File: config.mk
export PLATFORM = sky130hd
export DESIGN_NAME = openstrive_mem_bridge_flat
export DESIGN_NICKNAME = d
export VERILOG_FILES = /design/src/rtl/openstrive_mem_bridge_pkg.sv /design/src/rtl/openstrive_mem_bridge_if.sv /design/src/rtl/openstrive_mem_bridge.sv /design/src/flat_wrapper.sv
export SDC_FILE = /design/constraint.sdc
export NUM_CORES = 1
export LEC_CHECK = 0
export ABC_CLOCK_PERIOD_IN_PS = 2600
export CORE_MARGIN = 2
export CORE_UTILIZATION = 27
export DETAILED_ROUTE_END_ITERATION = 10
export PLACE_DENSITY = 0.78
export SLEW_MARGIN = 20
export SYNTH_ARGS = -nofsm -noshare
export SYNTH_HDL_FRONTEND = slang
export SYNTH_SLANG_ARGS = --single-unit
export TNS_END_PERCENT = 20
File: constraint.sdc
create_clock -name clk -period 2.6 [get_ports clk]
set_clock_uncertainty 0.15 [all_clocks]
set_input_delay 0.78 -clock clk [delete_from_list [all_inputs] [get_ports clk]]
set_output_delay 0.78 -clock clk [all_outputs]
set_load 0.005 [all_outputs]
File: src/rtl/openstrive_mem_bridge_pkg.sv
// Shared SoC definitions used by the memory bridge: FSM encoding, SRAM address width, response record.
package openstrive_soc_pkg;

  localparam int MEM_AW = 22;

  typedef enum logic [0:0] {
    ST_CLEAR = 1'b0,
    ST_RUN   = 1'b1
  } bridge_state_e;

  typedef struct packed {
    logic vld;
    logic is_read;
    logic err;
  } rsp_t;

  // Word offset is range-checked as an unsigned 32-bit quantity so wrapped addresses fall out of range.
  function automatic logic word_in_range(input logic [29:0] word_off, input int unsigned words);
    return ({2'b00, word_off} < 32'(words));
  endfunction

endpackage

File: src/rtl/openstrive_mem_bridge_if.sv
// Core request/response bus plus the single-port SRAM side of the bridge.
interface openstrive_mem_bridge_if;
  import openstrive_soc_pkg::*;

  logic              req;
  logic              gnt;
  logic              we;
  logic [3:0]        be;
  logic [31:0]       addr;
  logic [31:0]       wdata;
  logic              rvalid;
  logic [31:0]       rdata;
  logic              err;

  logic              mem_ena;
  logic [3:0]        mem_wen;
  logic [MEM_AW-1:0] mem_addr;
  logic [31:0]       mem_wdata;
  logic [31:0]       mem_rdata;

  modport master (
    output req, we, be, addr, wdata,
    input  gnt, rvalid, rdata, err
  );

  modport slave (
    input  req, we, be, addr, wdata,
    output gnt, rvalid, rdata, err,
    output mem_ena, mem_wen, mem_addr, mem_wdata,
    input  mem_rdata
  );

  modport sram (
    input  mem_ena, mem_wen, mem_addr, mem_wdata,
    output mem_rdata
  );

endinterface

File: src/rtl/openstrive_mem_bridge.sv
// Core-to-SRAM bridge: zero-wait grants, fixed 1-cycle response, optional zero-fill after reset.
// No backpressure on responses; requests are simply held off (gnt=0) while the clear runs.
module openstrive_mem_bridge
  import openstrive_soc_pkg::*;
#(
  parameter int unsigned WORDS          = 256,
  parameter logic [31:0] BASE_ADDR      = 32'h0000_0000,
  parameter bit          CLEAR_ON_RESET = 1'b1
) (
  input  logic                    clk,
  input  logic                    resetn,
  openstrive_mem_bridge_if.slave  bus,
  output logic                    init_done
);

  localparam bridge_state_e     RST_STATE = CLEAR_ON_RESET ? ST_CLEAR : ST_RUN;
  localparam logic [MEM_AW-1:0] LAST_WORD = MEM_AW'(WORDS - 1);

  bridge_state_e     state_q, state_d;
  logic [MEM_AW-1:0] clr_cnt_q;
  logic              init_done_q;
  rsp_t              rsp_q, rsp_d;

  logic [31:0]       offset;
  logic              in_range;
  logic              grant;
  logic              unused_offset_bits;

  assign offset             = bus.addr - BASE_ADDR;
  assign in_range           = word_in_range(offset[31:2], WORDS);
  assign unused_offset_bits = &{1'b0, offset[1:0]};

  always_ff @(posedge clk or negedge resetn) begin
    if (!resetn) begin
      state_q     <= RST_STATE;
      clr_cnt_q   <= '0;
      init_done_q <= 1'b0;
      rsp_q       <= '0;
    end else begin
      state_q <= state_d;
      if (state_q == ST_CLEAR) begin
        clr_cnt_q <= clr_cnt_q + 1'b1;
      end
      init_done_q <= init_done_q | (state_d == ST_RUN);
      rsp_q       <= rsp_d;
    end
  end

  // Outputs are gated by resetn so everything reads zero while reset is held, whatever the state.
  always_comb begin
    state_d       = state_q;
    grant         = 1'b0;
    rsp_d         = '0;
    bus.mem_ena   = 1'b0;
    bus.mem_wen   = 4'h0;
    bus.mem_addr  = '0;
    bus.mem_wdata = 32'h0;
    if (resetn) begin
      unique case (state_q)
        ST_CLEAR: begin
          bus.mem_ena  = 1'b1;
          bus.mem_wen  = 4'hF;
          bus.mem_addr = clr_cnt_q;
          if (clr_cnt_q == LAST_WORD) begin
            state_d = ST_RUN;
          end
        end
        ST_RUN: begin
          grant = bus.req;
          if (grant) begin
            rsp_d.vld     = 1'b1;
            rsp_d.is_read = in_range & ~bus.we;
            rsp_d.err     = ~in_range;
            if (in_range) begin
              bus.mem_ena   = 1'b1;
              bus.mem_addr  = offset[MEM_AW+1:2];
              bus.mem_wdata = bus.wdata;
              bus.mem_wen   = bus.we ? bus.be : 4'h0;
            end
          end
        end
        default: begin
          state_d = RST_STATE;
        end
      endcase
    end
  end

  // Read data is not buffered: the SRAM's registered output is forwarded in the response cycle.
  assign bus.gnt    = grant;
  assign bus.rvalid = rsp_q.vld;
  assign bus.err    = rsp_q.vld & rsp_q.err;
  assign bus.rdata  = (rsp_q.vld & rsp_q.is_read) ? bus.mem_rdata : 32'h0;
  assign init_done  = init_done_q;

endmodule
File: src/flat_wrapper.sv
// flat-port wrapper written by rule: the top's interface ports become plain ports
module openstrive_mem_bridge_flat import openstrive_soc_pkg::*;
#(
  parameter int unsigned WORDS          = 256,
  parameter logic [31:0] BASE_ADDR      = 32'h0000_0000,
  parameter bit          CLEAR_ON_RESET = 1'b1
)
  (clk, resetn, init_done, bus_req, bus_we, bus_be, bus_addr, bus_wdata, bus_gnt, bus_rvalid, bus_rdata, bus_err, bus_mem_ena, bus_mem_wen, bus_mem_addr, bus_mem_wdata, bus_mem_rdata);
  openstrive_mem_bridge_if bus_i ();
  input  logic clk;
  input  logic resetn;
  output logic init_done;
  input wire logic [$bits(bus_i.req)-1:0] bus_req;
  input wire logic [$bits(bus_i.we)-1:0] bus_we;
  input wire logic [$bits(bus_i.be)-1:0] bus_be;
  input wire logic [$bits(bus_i.addr)-1:0] bus_addr;
  input wire logic [$bits(bus_i.wdata)-1:0] bus_wdata;
  output wire logic [$bits(bus_i.gnt)-1:0] bus_gnt;
  output wire logic [$bits(bus_i.rvalid)-1:0] bus_rvalid;
  output wire logic [$bits(bus_i.rdata)-1:0] bus_rdata;
  output wire logic [$bits(bus_i.err)-1:0] bus_err;
  output wire logic [$bits(bus_i.mem_ena)-1:0] bus_mem_ena;
  output wire logic [$bits(bus_i.mem_wen)-1:0] bus_mem_wen;
  output wire logic [$bits(bus_i.mem_addr)-1:0] bus_mem_addr;
  output wire logic [$bits(bus_i.mem_wdata)-1:0] bus_mem_wdata;
  input wire logic [$bits(bus_i.mem_rdata)-1:0] bus_mem_rdata;
  assign bus_i.req = bus_req;
  assign bus_i.we = bus_we;
  assign bus_i.be = bus_be;
  assign bus_i.addr = bus_addr;
  assign bus_i.wdata = bus_wdata;
  assign bus_gnt = bus_i.gnt;
  assign bus_rvalid = bus_i.rvalid;
  assign bus_rdata = bus_i.rdata;
  assign bus_err = bus_i.err;
  assign bus_mem_ena = bus_i.mem_ena;
  assign bus_mem_wen = bus_i.mem_wen;
  assign bus_mem_addr = bus_i.mem_addr;
  assign bus_mem_wdata = bus_i.mem_wdata;
  assign bus_i.mem_rdata = bus_mem_rdata;
  openstrive_mem_bridge #(.WORDS(WORDS), .BASE_ADDR(BASE_ADDR), .CLEAR_ON_RESET(CLEAR_ON_RESET)) u_core (.clk(clk), .resetn(resetn), .bus(bus_i), .init_done(init_done));
endmodule
# [After elaboration in Yosys (flattened, before gate mapping)]
# Cells that the tools add are included.
[word_totals] out_inout_bits=95 word_cells=42 inputBits=104 register_bits=27
[op_classes] magnitude_cmp=1 n_bitwise=7 eq_ne=1 n_addsub=1 mux=26
[ops] cell="$mux 32" count=5
[ops] cell="$mux 22" count=3
[ops] cell="$pmux 22 s2" count=1
[ops] cell="$lt 30x9->1 const B" count=1
[ops] cell="$add 22x1->22 const B" count=1
[ops] cell="$eq 22x8->1 const B" count=1
[ops] cell="$mux 4" count=4
[ops] cell="$mux 3" count=3
[ops] cell="$mux 1" count=8
[ops] cell="$pmux 4 s2" count=1
[ops] cell="$and 1x1->1" count=3
[ops] cell="$not 1->1" count=3
[ops] cell="$pmux 1 s2" count=1
[ops] cell="$or 1x1->1" count=1

# [Longest topological paths before layout]
# Gate-level depths: netlist of the first run.
[logic_depth] word_depth=5 mapped_depth=5 mapped_depth_nobuf=5

# [Worst setup path before layout of the first run]
# Ideal clock, no wire load.
[synth_timing] path_kind="input-to-output" startpoint="input bus_addr[27]" endpoint="output bus_mem_wdata[22]" t_required_ns=1.670 path_stages=5 path_slack_ns=-0.072 t_arrival_ns=1.742 n_path_buf=1 cell_sequence="nor4_1 nand3_1 nor2_4 buf_2 and3_1"
[synth_between] elab_chain_cells=5
[synth_lines] item="start: declaration" line="flat_wrapper.sv:16" text="input wire logic [$bits(bus_i.addr)-1:0] bus_addr;"
[synth_lines] item="$lt 30x9->1" line="openstrive_mem_bridge_pkg.sv:19" text="return ({2'b00, word_off} < 32'(words));"
[synth_lines] item="$mux 32" line="openstrive_mem_bridge.sv:74" text="if (in_range) begin"
[synth_lines] item="$mux 32" line="openstrive_mem_bridge.sv:70" text="if (grant) begin"
[synth_lines] item="$mux 32" line="openstrive_mem_bridge.sv:59" text="unique case (state_q)"
[synth_lines] item="$mux 32" line="openstrive_mem_bridge.sv:58" text="if (resetn) begin"
[synth_lines] item="end: declaration" line="flat_wrapper.sv:25" text="output wire logic [$bits(bus_i.mem_wdata)-1:0] bus_mem_wdata;"
# Every way passes these cells.

# [Final worst setup path of the first run]
[layout_timing] startpoint="input bus_addr[28]" endpoint="output bus_mem_wdata[15]"
# The elaborated chain is that of the path after synthesis.

==> results of run 1 <==
==> worst max path at each step <==
stage / slack (ps) / startpoint / cells past startpoint / endpoint
global placement: -1070 / bus_addr[31] / 7 / bus_mem_addr[0]
CTS: -540 / bus_addr[11] / 11 / bus_mem_wdata[6]
detailed placement: -1080 / bus_addr[14] / 7 / bus_mem_wdata[21]
floorplan: -50 / bus_addr[18] / 5 / bus_mem_addr[2]
global route: -560 / bus_addr[14] / 10 / bus_mem_wdata[15]
finish: -490 / bus_addr[28] / 10 / bus_mem_wdata[15]
==> worst max-delay path, stage by stage <==
cell and delay [ps]:
buf_2 110, nor4_4 250, nand3_2 140, nor2_4 160, buf_6 130, buf_12 100
buf_12 100, buf_16 100, and3_4 190, buf_6 90
==> power breakdown <==
part           leakage, uW  internal, uW  switching [uW]
logic              0.00194           145            56.9
clock network    0.0000255           108             134
registers         0.000363           420               0
total              0.00233           672             191
==> layout make-up <==
class / count / area share, %
clock buffers: 3 / 0.933
clock inverters: 1 / 0.113
inverters: 1 / 0.0848
multi-input cells: 176 / 31.9
flip-flops and latches: 27 / 15.3
well taps: 99 / 2.80
repair buffers: 227 / 48.9
==> cell usage in the layout, fill, tap and decap left out, types with 4 or more instances in the layout <==
cell,count
buf_12,5
buf_6,30
nand2_1,11
buf_2,30
dlygate4sd2_1,28
buf_16,4
a32o_1,8
buf_4,14
xnor2_1,12
nor2_1,6
a41o_1,4
dfrtp_1,27
nor3_1,5
and3_4,17
and3_1,50
clkbuf_2,17
clkdlybuf4s15_2,6
and2_1,18
xor2_1,9
clkdlybuf4s50_1,80
clkdlybuf4s15_1,10
nor4_4,6
nand4_1,5
==> what timing repair did <==
action | 4_1_cts | 5_1_grt
buffers inserted | 10 | 2
endpoints found under the hold margin | 0 | 0
pin swaps | 28 | 13
gates cloned | 7 | 0
hold buffers | 0 | 0
endpoints found under the setup margin | 92 | 66
resized for setup | 331 | 61
==> kinds of logic (layout without fill, tap and decap cells) <==
family | Yosys count | in the layout | share of synthesized area, %
adders and majority gates | 1 | 1 | 0.625
xor gates and xnor gates | 21 | 21 | 9.19
DFF | 27 | 27 | 33.8
AOI/OAI and AO/OA | 13 | 13 | 6.38
buffers and inverters | 20 | 232 | 4.50
muxes | 1 | 1 | 0.563
and+or+nand+nor | 140 | 140 | 45.0
==> routing by layer <==
| metal | vias to the layer above | global-route usage, % | wire (um) |
|---|---|---|---|
| met5 | - | 0 | 0 |
| met3 | 10 | 4.11 | 567 |
| met2 | 117 | 39.1 | 4740 |
| met4 | 0 | 3.59 | 87 |
| li1 | 1243 | - | - |
| met1 | 1220 | 27.4 | 3780 |
==> sequential cells by signal, summed over array words and instances, names as in the netlist <==
name and flops:
u_core.init_done 1, u_core.bus.rvalid 1, u_core.rsp_q 2, u_core.clr_cnt_q 22, u_core.state_q 1
==> per-stage QoR <==
stage                     util [%]  setup slack (ps)  instances
after floorplan                  -             -53.7        223
after global placement        58.1             -1070        513
after detailed placement      58.1             -1080        513
after CTS                     61.4              -542        534
after global routing          61.3              -558        534
final                         61.3              -494        534
==> results.yml, run 1 <==
outcome:
  run_status: "finished with violations"
  violations: "negative setup slack"
cts:
  clock_latency_ps: 280
  cts_tree: "done"
  numCtsBuffers: 3
  clkSinkCount: 27
  clk_pin_slew_ps: 100
  cts-root-buf: "clkbuf_8"
  htreeDepth: 1
  clock_path_buffers: 2
sta:
  final-hold-violation-count: 0
  min_period_ps: 3090
  slew_headroom_pct: 75.6
  finalMaxSlewViolations: 0
  period_share_pct: 119
  timing.fmax_mhz: 323
  grt_setup_unrepaired: "yes"
  hold_slack_ps: 364
  setup_viol: 45
  setup_tns_ps: -17080
  setup_ws_ps: -494
  worst_pin_slew_ps: 365
power:
  p_leak_uw: 0.00233
  powerDensity_nw_per_um2: 195
  p_total_uw: 863
  peakVddDrop_v: 0.000160
routing:
  routedWlPerCell_um: 17.2
  drc: 0
  firstDrtPassIters: 4
  wirelength_um: 9180
  ant_nets: 0
  vias: 2590
  avgViaCountPerCell: 4.85
  drt-initial-drc-count: 63
synth:
  synth_enable_flop_cells: 0
  synth_ff_type: "dfrtp_1"
  syn_inst: 223
  syn_nets: 328
  synth_area_sq_um: 2000
  synth_top_area_share_pct: 33.8
  ys_seq_area_share_pct: 33.8
  synth_common_cells: "and3_1, dfrtp_1, and2_1"
  synth.largest_area_cell: "dfrtp_1"
  synth-seq-cells: 27
  yosys_warnings: 0
  syn_area_per_cell_sq_um: 8.97
  ys_types: 33
  synth.most_common_cell: "and3_1"
  synth_area_leaders: "dfrtp_1, and3_1, and2_1"
  postSynth.asyncResetShare_pct: 100
critical_path:
  reg2regPathDepth: 5
  crit_required_ps: 1670
  r2r-start: "u_core.state_q$_DFF_PN0_"
  cp.arrival_ps: 2160
  crit_path_end_kind: "output port"
  r2r-end: "u_core.clr_cnt_q[12]$_DFFE_PN0N_"
  rrSetupSlack_ps: 840
  cp-start-kind: "input pin"
  critPathKind: "input pin to output port"
  crit_path_max_fanout: 5
placement:
  post-dp-hpwl_um: 6600
  portBuffers: 196
  dpl_cell_area_sq_um: 4190
  place.gp.congestion: 0.884
die:
  die_area_sq_um: 8110
  initial_core_util_pct: 27.7
  die_w_um: 90.1
  die_h_um: 90.1
  core-area_sq_um: 7210
  std_cell_rows: 31
  ios: 199
finish:
  multiInputGateArea_sq_um: 1410
  fillCellCount: 632
  fin_nets: 541
  drive_above_1_share_pct: 33.6
  insertedDiodeCount: 0
  area.growth.synth_to_final_pct: 121
  post-route-cell-area_sq_um: 4420
  seqCellArea_sq_um: 676
global_routing:
  grt_usage_pct: 21.7
  grt_pass1_wl_um: 14400
  grt_pass1_vias: 2625
  grt_max_degree: 35
  antenna_found_initial: 0
  grt-ovfl-total: 0
min_path:
  min_path_type: "register to register"
  whs_endpoint: "u_core.clr_cnt_q[21]$_DFFE_PN0N_"
  min_from: "u_core.clr_cnt_q[21]$_DFFE_PN0N_"
  min_path_cells: 1
run:
  cap_violations: 0
Power figures use the tool's default switching activity.
==> run 2: changes to the inputs <==
Settings changed: CTS_CLUSTER_DIAMETER set to 100.
==> results of run 2 <==
Same layout as run 1: the final DEF is identical, and so are final timing and power.
